<file path="src/rtl/cpu_pkg.sv">
// Shared types and widths for the RV32I front end.
// Latency: n/a (declarations only).
// Backpressure: n/a.
package cpu_pkg;

   localparam int XLEN       = 32;
   localparam int OPCODE_W   = 7;
   localparam int FUN3_W     = 3;
   localparam int FUN7_W     = 7;
   localparam int INST_BYTES = 4;

   // REQ: nothing outstanding; WAIT: response will be kept; DROP: response will be discarded
   typedef enum logic [1:0] {
      S_REQ  = 2'd0,
      S_WAIT = 2'd1,
      S_DROP = 2'd2
   } fetch_state_t;

   typedef struct packed {
      logic [XLEN-1:0] pc;
      logic [XLEN-1:0] inst;
   } fetch_entry_t;

endpackage

</file>
<file path="src/rtl/fetch_queue.sv">
// Small FIFO of fetched {pc, inst} entries with synchronous flush and occupancy output.
// Latency: a push is visible at the head the cycle after it is written.
// Backpressure: caller must not push when full; head holds while pop is low.
module fetch_queue
   import cpu_pkg::*;
#(
   parameter int DEPTH = 2
) (
   input  logic                          clk,
   input  logic                          rst,
   input  logic                          flush,
   input  logic                          push,
   input  fetch_entry_t                  push_entry,
   input  logic                          pop,
   output fetch_entry_t                  head,
   output logic [$clog2(DEPTH+1)-1:0]    count
);

   localparam int PW = $clog2(DEPTH);
   localparam int CW = $clog2(DEPTH+1);

   fetch_entry_t    mem [DEPTH];
   logic [PW-1:0]   rd_ptr;
   logic [PW-1:0]   wr_ptr;

   // Pointers and occupancy; flush empties the queue and wins over push/pop
   always_ff @(posedge clk or posedge rst) begin
      if (rst) begin
         rd_ptr <= '0;
         wr_ptr <= '0;
         count  <= '0;
      end else if (flush) begin
         rd_ptr <= '0;
         wr_ptr <= '0;
         count  <= '0;
      end else begin
         if (push) wr_ptr <= wr_ptr + PW'(1);
         if (pop)  rd_ptr <= rd_ptr + PW'(1);
         count <= count + CW'(push) - CW'(pop);
      end
   end

   // Entry storage, cleared on reset so the head reads zero out of reset
   always_ff @(posedge clk or posedge rst) begin
      if (rst) begin
         for (int i = 0; i < DEPTH; i++) mem[i] <= '0;
      end else if (push && !flush) begin
         mem[wr_ptr] <= push_entry;
      end
   end

   assign head = mem[rd_ptr];

endmodule

</file>
<file path="src/rtl/fetch_unit.sv">
// Instruction fetch front end: PC, single-outstanding imem request, 2-entry queue to decode.
// Latency: grant in N, rvalid in N+k, inst_valid in N+k+1; one instruction per 2 cycles best case.
// Backpressure: no request while queue full; head stable while inst_ready low. Option: FETCH_MISALIGN_TRAP_EN.
module fetch_unit
   import cpu_pkg::*;
#(
   parameter logic [31:0] RESET_PC  = 32'h0000_0000,
   parameter int          BUF_DEPTH = 2
) (
   input  logic                  clk,
   input  logic                  rst,
   output logic                  imem_req,
   output logic [XLEN-1:0]       imem_addr,
   input  logic                  imem_gnt,
   input  logic                  imem_rvalid,
   input  logic [XLEN-1:0]       imem_rdata,
   input  logic                  redirect,
   input  logic [XLEN-1:0]       redirect_pc,
   output logic                  inst_valid,
   input  logic                  inst_ready,
   output logic [XLEN-1:0]       inst,
   output logic [XLEN-1:0]       inst_pc,
   output logic [OPCODE_W-1:0]   op,
   output logic [FUN3_W-1:0]     fun3,
   output logic [FUN7_W-1:0]     fun7
`ifdef FETCH_MISALIGN_TRAP_EN
   ,
   output logic                  misalign
`endif
);

   localparam int CW = $clog2(BUF_DEPTH+1);

   fetch_state_t    state, state_nxt;
   logic [XLEN-1:0] fetch_pc;
   logic [XLEN-1:0] req_pc;
   logic [XLEN-1:0] target_pc;
   logic            halted;
   logic            granted;
   logic            push;
   logic            pop;
   logic [CW-1:0]   count;
   fetch_entry_t    head;
   fetch_entry_t    push_entry;

`ifdef FETCH_MISALIGN_TRAP_EN
   assign target_pc = redirect_pc;
   assign halted    = misalign;

   // Sticky trap flag: any misaligned redirect stops fetching until reset
   always_ff @(posedge clk or posedge rst) begin
      if (rst)                                   misalign <= 1'b0;
      else if (redirect && redirect_pc[1:0] != 2'b00) misalign <= 1'b1;
   end
`else
   assign target_pc = redirect_pc & 32'hFFFF_FFFC;
   assign halted    = 1'b0;
`endif

   // Occupancy is sampled at request time so the response always has a free slot
   assign imem_req  = !rst && (state == S_REQ) && (count < CW'(BUF_DEPTH)) && !halted;
   assign imem_addr = fetch_pc;
   assign granted   = imem_req && imem_gnt;

   // A response arriving together with a redirect belongs to the old flow
   assign push = (state == S_WAIT) && imem_rvalid && !redirect;
   assign pop  = inst_valid && inst_ready && !redirect;

   assign push_entry = '{pc: req_pc, inst: imem_rdata};

   // State register
   always_ff @(posedge clk or posedge rst) begin
      if (rst) state <= S_REQ;
      else     state <= state_nxt;
   end

   // Next state; a redirect turns any request that would be kept into one that is dropped
   always_comb begin
      state_nxt = state;
      case (state)
         S_REQ:   if (granted)     state_nxt = S_WAIT;
         S_WAIT:  if (imem_rvalid) state_nxt = S_REQ;
         S_DROP:  if (imem_rvalid) state_nxt = S_REQ;
         default:                  state_nxt = S_REQ;
      endcase
      if (redirect && state_nxt == S_WAIT) state_nxt = S_DROP;
   end

   // Fetch PC advances on grant and remembers the granted address for the response
   always_ff @(posedge clk or posedge rst) begin
      if (rst) begin
         fetch_pc <= RESET_PC;
         req_pc   <= '0;
      end else begin
         if (redirect)     fetch_pc <= target_pc;
         else if (granted) fetch_pc <= fetch_pc + XLEN'(INST_BYTES);
         if (granted)      req_pc   <= fetch_pc;
      end
   end

   fetch_queue #(.DEPTH(BUF_DEPTH)) u_queue (
      .clk        (clk),
      .rst        (rst),
      .flush      (redirect),
      .push       (push),
      .push_entry (push_entry),
      .pop        (pop),
      .head       (head),
      .count      (count)
   );

   assign inst_valid = (count != '0);
   assign inst       = head.inst;
   assign inst_pc    = head.pc;
   assign op         = inst[6:0];
   assign fun3       = inst[14:12];
   assign fun7       = inst[31:25];

endmodule

</file>
<file path="config.mk">
export PLATFORM = sky130hd
export DESIGN_NAME = fetch_unit
export DESIGN_NICKNAME = d
export VERILOG_FILES = /design/src/rtl/cpu_pkg.sv /design/src/rtl/fetch_queue.sv /design/src/rtl/fetch_unit.sv
export SDC_FILE = /design/constraint.sdc
export NUM_CORES = 1
export LEC_CHECK = 0
export ABC_AREA = 1
export CAP_MARGIN = 40
export CORE_UTILIZATION = 48
export CTS_CLUSTER_DIAMETER = 30
export CTS_CLUSTER_SIZE = 16
export DETAILED_ROUTE_END_ITERATION = 16
export GPL_TIMING_DRIVEN = 0
export PLACE_DENSITY = 0.86
export SKIP_CTS_REPAIR_TIMING = 1
export SYNTH_ARGS = -nofsm -noshare
export SYNTH_HDL_FRONTEND = slang
export SYNTH_HIERARCHICAL = 1
export SYNTH_SLANG_ARGS = --single-unit
</file>
<file path="constraint.sdc">
create_clock -name clk -period 4.7 [get_ports clk]
set_clock_uncertainty 0.2 [all_clocks]
set_input_delay 1.175 -clock clk [delete_from_list [all_inputs] [get_ports clk]]
set_output_delay 1.175 -clock clk [all_outputs]
set_load 0.01 [all_outputs]
</file>
==> metrics.csv, run 1 <==
stage,metric,value,unit
logic_synthesis,Yosys reg bits,194,
grt,largest net degree at the start of global routing,41,
route,drt total wl,24500,um
route,routed len/inst,15.7,um
timing,# setup viols final,0,
setup_path,Crit. End Element,output pin,
logic_synthesis,count of cell types in the netlist,31,
setup_path,Arrival @ worst endpoint,3.10,ns
cts,CTS root buffer,clkbuf_16,
cts,CTS sink count,194,
route,Vias per Instance,5.10,
job,maxcap violations,0,
place,Post-DP HPWL,18100,um
timing,unrepaired setup endpoints after global routing,no,
logic_synthesis,Syn Inst Count,1077,
outcome,status,"complete, no violations",
grt,gr usage total,0.247,
finish,P&R area growth vs syn,28.4,%
timing,Fmax,223,MHz
finish,share of layout cells above drive strength 1,0.203,
setup_path,Reg-to-Reg Start,state[1],
finish,final cell count without fillers,1561,
route,DR iter-0 viols,534,
timing,fin crit share,0.952,
logic_synthesis,post-synth top area share,0.497,
worst_hold_path,HP Class,reg2reg,
power_and_ir_drop,Pwr Density,463,nW/um2
cts,H-tree depth,4,
logic_synthesis,top-count cell post-synth,nand2_1,
worst_hold_path,hold_sp,u_queue/mem[17],
cts,Clock transition at path regs,0.07,ns
grt,first-pass GRT wire length,39000,um
cts,CTS tree,yes,
place,Buffers on Ports,180,
power_and_ir_drop,Worst VDD drop,345,uV
timing,max_slew headroom,0.622,
finish,Fillers,1555,
setup_path,CP max FO,37,
route,DRC,0,
logic_synthesis,Synth area leaders,"dfrtp_1 (50%), nand2_1 (11%), mux2_2 (7.4%)",
grt,gr ovfl total,0,
grt,vias in the first global route,7738,
die,Initial Utilization,0.495,
logic_synthesis,Post-synth EDFFs,0,
die,die width,145,um
cts,TritonCTS buffer count,17,
setup_path,Worst setup SP type,input port,
setup_path,crit path from,rst,
finish,multi-input logic area,3880,um2
cts,Worst-Skew Late Latency,0.44,ns
finish,final net count,1359,
timing,minimum clock period,4.47,ns
timing,Final Hold Fails,0,
logic_synthesis,synth warn,6,
place,GPL Wtd Cong,0.930,
finish,Seq. cell area,4850,um2
finish,ANT cells,0,
die,Boundary Pins,185,
timing,final hold slack,0.280,ns
logic_synthesis,Synth Area per Inst,9.07,um2
timing,Pins Over Slew Limit,0,
die,core area,19700,um2
route,Vias,7965,
logic_synthesis,Synth Flop Type,dfrtp_1,
logic_synthesis,top cell type by total area after synthesis,dfrtp_1,
logic_synthesis,sequential share of the synthesized area,0.497,
setup_path,Critical Path RT,3.32,ns
die,Die Y,145,um
die,row cnt,51,
place,Cell Count Post-Placement,1529,
setup_path,R2R setup slack,2.59,ns
timing,Tightest Pin Transition,0.567,ns
logic_synthesis,top cells by instance count after synthesis,"nand2_1 (289), dfrtp_1 (194), inv_1 (128), o21ai_0 (67)",
grt,initial antenna violation count,0,
die,die area,20900,um2
power_and_ir_drop,Leak,5.89,nW
route,TritonRoute pass-1 iters,5,
setup_path,Setup Crit Path Kind,in2out,
route,Antenna Nets Post-Route,0,
logic_synthesis,synthesized area,9770,um2
cts,CTS Buffer Depth,2,
logic_synthesis,Async SR Flop Fraction,1.00,
==> path summary, 6_finish.rpt <==
kind / endpoint / cells after the start
max in group asynchronous: u_queue/mem[67] / 4
min in group asynchronous: req_pc[4] / 2
setup / recovery: imem_req / 6
setup reg to reg: u_queue/mem[68] / 7
hold / removal: u_queue/mem[17] / 2
hold reg to reg: u_queue/mem[17] / 2
==> stage by stage <==
step                area [um2]   util  setup TNS, ns  power [mW]  worst slack [ns]
floorplan                 9780      -              0        3.46              1.11
global placement         11900  0.604         -0.268        4.40            -0.268
detailed placement       12000  0.608        -0.0262        4.49           -0.0262
CTS                      12500  0.636        -0.0304        5.83           -0.0304
global route             12500  0.636              0        6.15            0.0677
finish                   12500  0.636              0        5.81             0.226
==> layer usage <==
layer | vias up | share of wire | track usage
met4 | 0 | 0.018 | 0.0853
li1 | 3818 | - | -
met3 | 29 | 0.068 | 0.0503
met1 | 3801 | 0.42 | 0.322
met5 | - | 0 | 0
met2 | 317 | 0.49 | 0.408
==> registers in the layout, indices dropped and copies added, names as in the netlist <==
signal          cells
imem_addr          30
u_queue/mem       128
u_queue/wr_ptr      1
state               2
u_queue/count       2
u_queue/rd_ptr      1
req_pc             30
==> final cells by class <==
type	count	area share
buffer	68	0.0436
timing repair buffer	184	0.150
tap	265	0.0264
multi-input combinational	685	0.309
clock inverter	12	0.00678
clock buffer	20	0.0364
sequential	194	0.387
inverter	133	0.0403
==> worst max-delay path: stages <==
cell and delay (ns):
clkdlybuf4s50_1 0.50, inv_4 0.34, buf_12 0.27, nand2_1 0.08, nor2_1 0.15, clkdlybuf4s50_1 0.56
==> cell usage in the layout, fill, tap and decap left out, types with 24 or more instances in the layout <==
cell type	netlist	layout
nand2_1	289	289
dfrtp_1	194	194
clkdlybuf4s50_1	0	180
inv_1	128	127
o21ai_0	67	67
o21ai_2	64	64
mux2_2	64	64
o21ai_1	57	57
nand3_1	47	47
nor2_1	34	34
buf_4	27	27
buf_6	24	24
==> report_power, final <==
group	switching (mW)	internal, mW
Clock	0.634	0.704
Sequential	0.278	2.08
Combinational	0.977	1.14
Total	1.89	3.92
==> kinds of logic (layout without fill, tap and decap cells) <==
family | count (synthesis) | in the layout | synth area share
and+or+nand+nor | 408 | 408 | 0.182
other | 1 | 4 | 0.000384
muxes | 64 | 64 | 0.0738
AOI/OAI and AO/OA | 199 | 199 | 0.128
DFF | 194 | 194 | 0.497
adders and majority gates | 6 | 6 | 0.00768
xor gates and xnor gates | 4 | 4 | 0.00359
buffers and inverters | 201 | 417 | 0.107
Power figures use the tool's default switching activity.
==> run 2: changes to the inputs <==
--- a/config.mk
+++ b/config.mk
@@ -7,12 +7,12 @@
 export LEC_CHECK = 0
 export ABC_AREA = 1
 export CAP_MARGIN = 40
-export CORE_UTILIZATION = 48
+export CORE_UTILIZATION = 53
 export CTS_CLUSTER_DIAMETER = 30
 export CTS_CLUSTER_SIZE = 16
 export DETAILED_ROUTE_END_ITERATION = 16
 export GPL_TIMING_DRIVEN = 0
-export PLACE_DENSITY = 0.86
+export PLACE_DENSITY = 0.9
 export SKIP_CTS_REPAIR_TIMING = 1
 export SYNTH_ARGS = -nofsm -noshare
 export SYNTH_HDL_FRONTEND = slang
==> constraint.sdc (replaced) <==
create_clock -name clk -period 4.6 [get_ports clk]
set_clock_uncertainty 0.2 [all_clocks]
set_input_delay 1.15 -clock clk [delete_from_list [all_inputs] [get_ports clk]]
set_output_delay 1.15 -clock clk [all_outputs]
set_load 0.01 [all_outputs]
==> metrics.csv, run 2 (synthesis results as in run 1) <==
stage,metric,value,unit,change
setup_path,r2r worst-path depth,9,,+2
route,Vias per Instance,5.28,,+3.4%
place,pre-CTS worst setup slack,-0.00899,ns,+0.0172 ns
place,Post-DP HPWL,18100,um,about the same
finish,Reg with most FFs,u_queue/mem,,
job,maxcap violations,0,,unchanged
grt,gr ovfl total,0,,unchanged
timing,# setup viols final,0,,unchanged
place,GPL Wtd Cong,0.901,,-3.2%
route,Antenna Nets Post-Route,0,,unchanged
power_and_ir_drop,Worst VDD drop,327,uV,-5.2%
die,die width,138,um,-4.8%
finish,share of layout cells above drive strength 1,0.203,,about the same
route,DR iter-0 viols,493,,-7.7%
worst_hold_path,Hold Crit Endpoint,u_queue/mem[44],,
timing,fin crit share,0.954,,
outcome,status,"complete, no violations",,
setup_path,Critical Path RT,3.25,ns,-0.07 ns
cts,CTS tree,yes,,
cts,CTS Buffer Depth,2,,unchanged
grt,gr usage total,0.270,,+0.0238
route,DRC,0,,unchanged
setup_path,FF-to-FF End,u_queue/mem[34],,
power_and_ir_drop,"Power, Total",6.04,mW,+4.0%
timing,Fmax,228,MHz,
die,Boundary Pins,185,,unchanged
grt,largest net degree at the start of global routing,42,,+2.4%
finish,ANT cells,0,,unchanged
setup_path,Reg-to-Reg Start,state[1],,
timing,Final Hold Fails,0,,unchanged
finish,Fillers,1339,,-14%
grt,first-pass GRT wire length,39100,um,+0.25%
timing,fin worst setup slack,0.212,ns,-0.0131 ns
finish,most frequent cells in the layout,"nand2_1 (289), dfrtp_1 (194), clkdlybuf4s50_1 (180)",,
finish,Seq. cell area,4850,um2,unchanged
setup_path,CP max FO,37,,unchanged
timing,Tightest Pin Transition,0.744,ns,+0.178 ns
finish,"commonest non-fill, non-tap cell in the layout",nand2_1,,
cts,CTS sink count,194,,unchanged
cts,H-tree depth,4,,unchanged
power_and_ir_drop,Pwr Density,482,nW/um2,+4.1%
timing,final hold slack,0.281,ns,+0.000921 ns
finish,P&R area growth vs syn,28.4,%,about the same
die,row cnt,49,,-3.9%
timing,minimum clock period,4.39,ns,
finish,post-layout util,0.696,,+0.0596
cts,CTS root buffer,clkbuf_16,,
die,core area,18000,um2,-8.6%
setup_path,Crit. End Element,output pin,,
finish,final cell count without fillers,1524,,-2.4%
setup_path,Arrival @ worst endpoint,3.04,ns,-0.06 ns
finish,number of flip-flops in the largest register,128,,unchanged
route,Vias,8044,,+0.99%
timing,unrepaired setup endpoints after global routing,no,,
route,routed len/inst,15.9,um,+1.4%
timing,max_slew headroom,0.503,,-0.120
setup_path,R2R setup slack,2.56,ns,-0.03 ns
route,TritonRoute pass-1 iters,5,,unchanged
worst_hold_path,hold_sp,u_queue/mem[44],,
power_and_ir_drop,Leak,5.91,nW,+0.33%
cts,Worst-Skew Late Latency,0.43,ns,about the same
place,Buffers on Ports,180,,unchanged
finish,final net count,1359,,unchanged
setup_path,Worst setup SP type,input port,,
place,Cell Count Post-Placement,1493,,-2.4%
finish,multi-input logic area,3880,um2,unchanged
die,die area,19000,um2,-9.3%
grt,initial antenna violation count,0,,unchanged
cts,TritonCTS buffer count,17,,unchanged
grt,vias in the first global route,7927,,+2.4%
die,Die Y,138,um,-4.8%
route,drt total wl,24300,um,-1.0%
die,Initial Utilization,0.542,,+0.0465
cts,Clock transition at path regs,0.07,ns,about the same
worst_hold_path,HP Class,reg2reg,,
setup_path,crit path from,rst,,
setup_path,Setup Crit Path Kind,in2out,,
timing,Pins Over Slew Limit,0,,unchanged
worst_hold_path,hold path cells,2,,unchanged
-- run 2: changes by cell type in the layout (fill, tap and decap cells not counted) --
cell	previous run	this run
bufinv_16	0	2
clkbuf_1	10	9
clkinv_2	4	3
clkinv_4	3	1
inv_6	1	2
-- run 2: stage by stage --
step	TNS (ns)	cell area (um2)
3_5_place_dp	-0.00899	12000
3_3_place_gp	-0.279	11900
4_1_cts	-0.0124	12500
5_1_grt	0	12500
6_report	0	12500
2_1_floorplan	0	9780
-- run 2: metal layers --
| metal | routed length (um) | up-vias | global-route usage |
|---|---|---|---|
| met5 | 0 | - | 0 |
| met4 | 564 | 0 | 0.0996 |
| met3 | 1610 | 44 | 0.0460 |
| met2 | 12000 | 344 | 0.468 |
| met1 | 10100 | 3835 | 0.339 |
| li1 | - | 3821 | - |
-- run 2: worst max path at each step --
stage	cells past startpoint	slack (ns)	to
4_1_cts	6	-0.01	imem_req
6_report	6	0.21	imem_req
3_3_place_gp	5	-0.28	imem_req
2_1_floorplan	3	1.06	imem_req
3_5_place_dp	6	-0.009	imem_req
5_1_grt	6	0.05	imem_req
-- run 2: worst max-delay path, stage by stage --
cell and delay, ns:
clkdlybuf4s50_1 0.51, inv_4 0.34, buf_12 0.27, nand2_1 0.07
nor2_1 0.14, clkdlybuf4s50_1 0.56
-- run 2: final cells by class --
type	count	area share
Sequential cell	194	0.387
Tap cell	229	0.0228
Multi-Input combinational cell	685	0.309
Inverter	133	0.0403
Timing Repair Buffer	184	0.150
Clock buffer	19	0.0361
Clock inverter	12	0.0105
Buffer	68	0.0436
-- run 2: report_power, final --
| part | switching [mW] | internal (mW) | total [mW] | leakage, nW |
|---|---|---|---|---|
| Sequential | 0.286 | 2.12 | 2.41 | 2.57 |
| Combinational | 1.00 | 1.17 | 2.17 | 3.06 |
| Clock | 0.640 | 0.827 | 1.47 | 0.278 |
| Total | 1.93 | 4.11 | 6.04 | 5.91 |
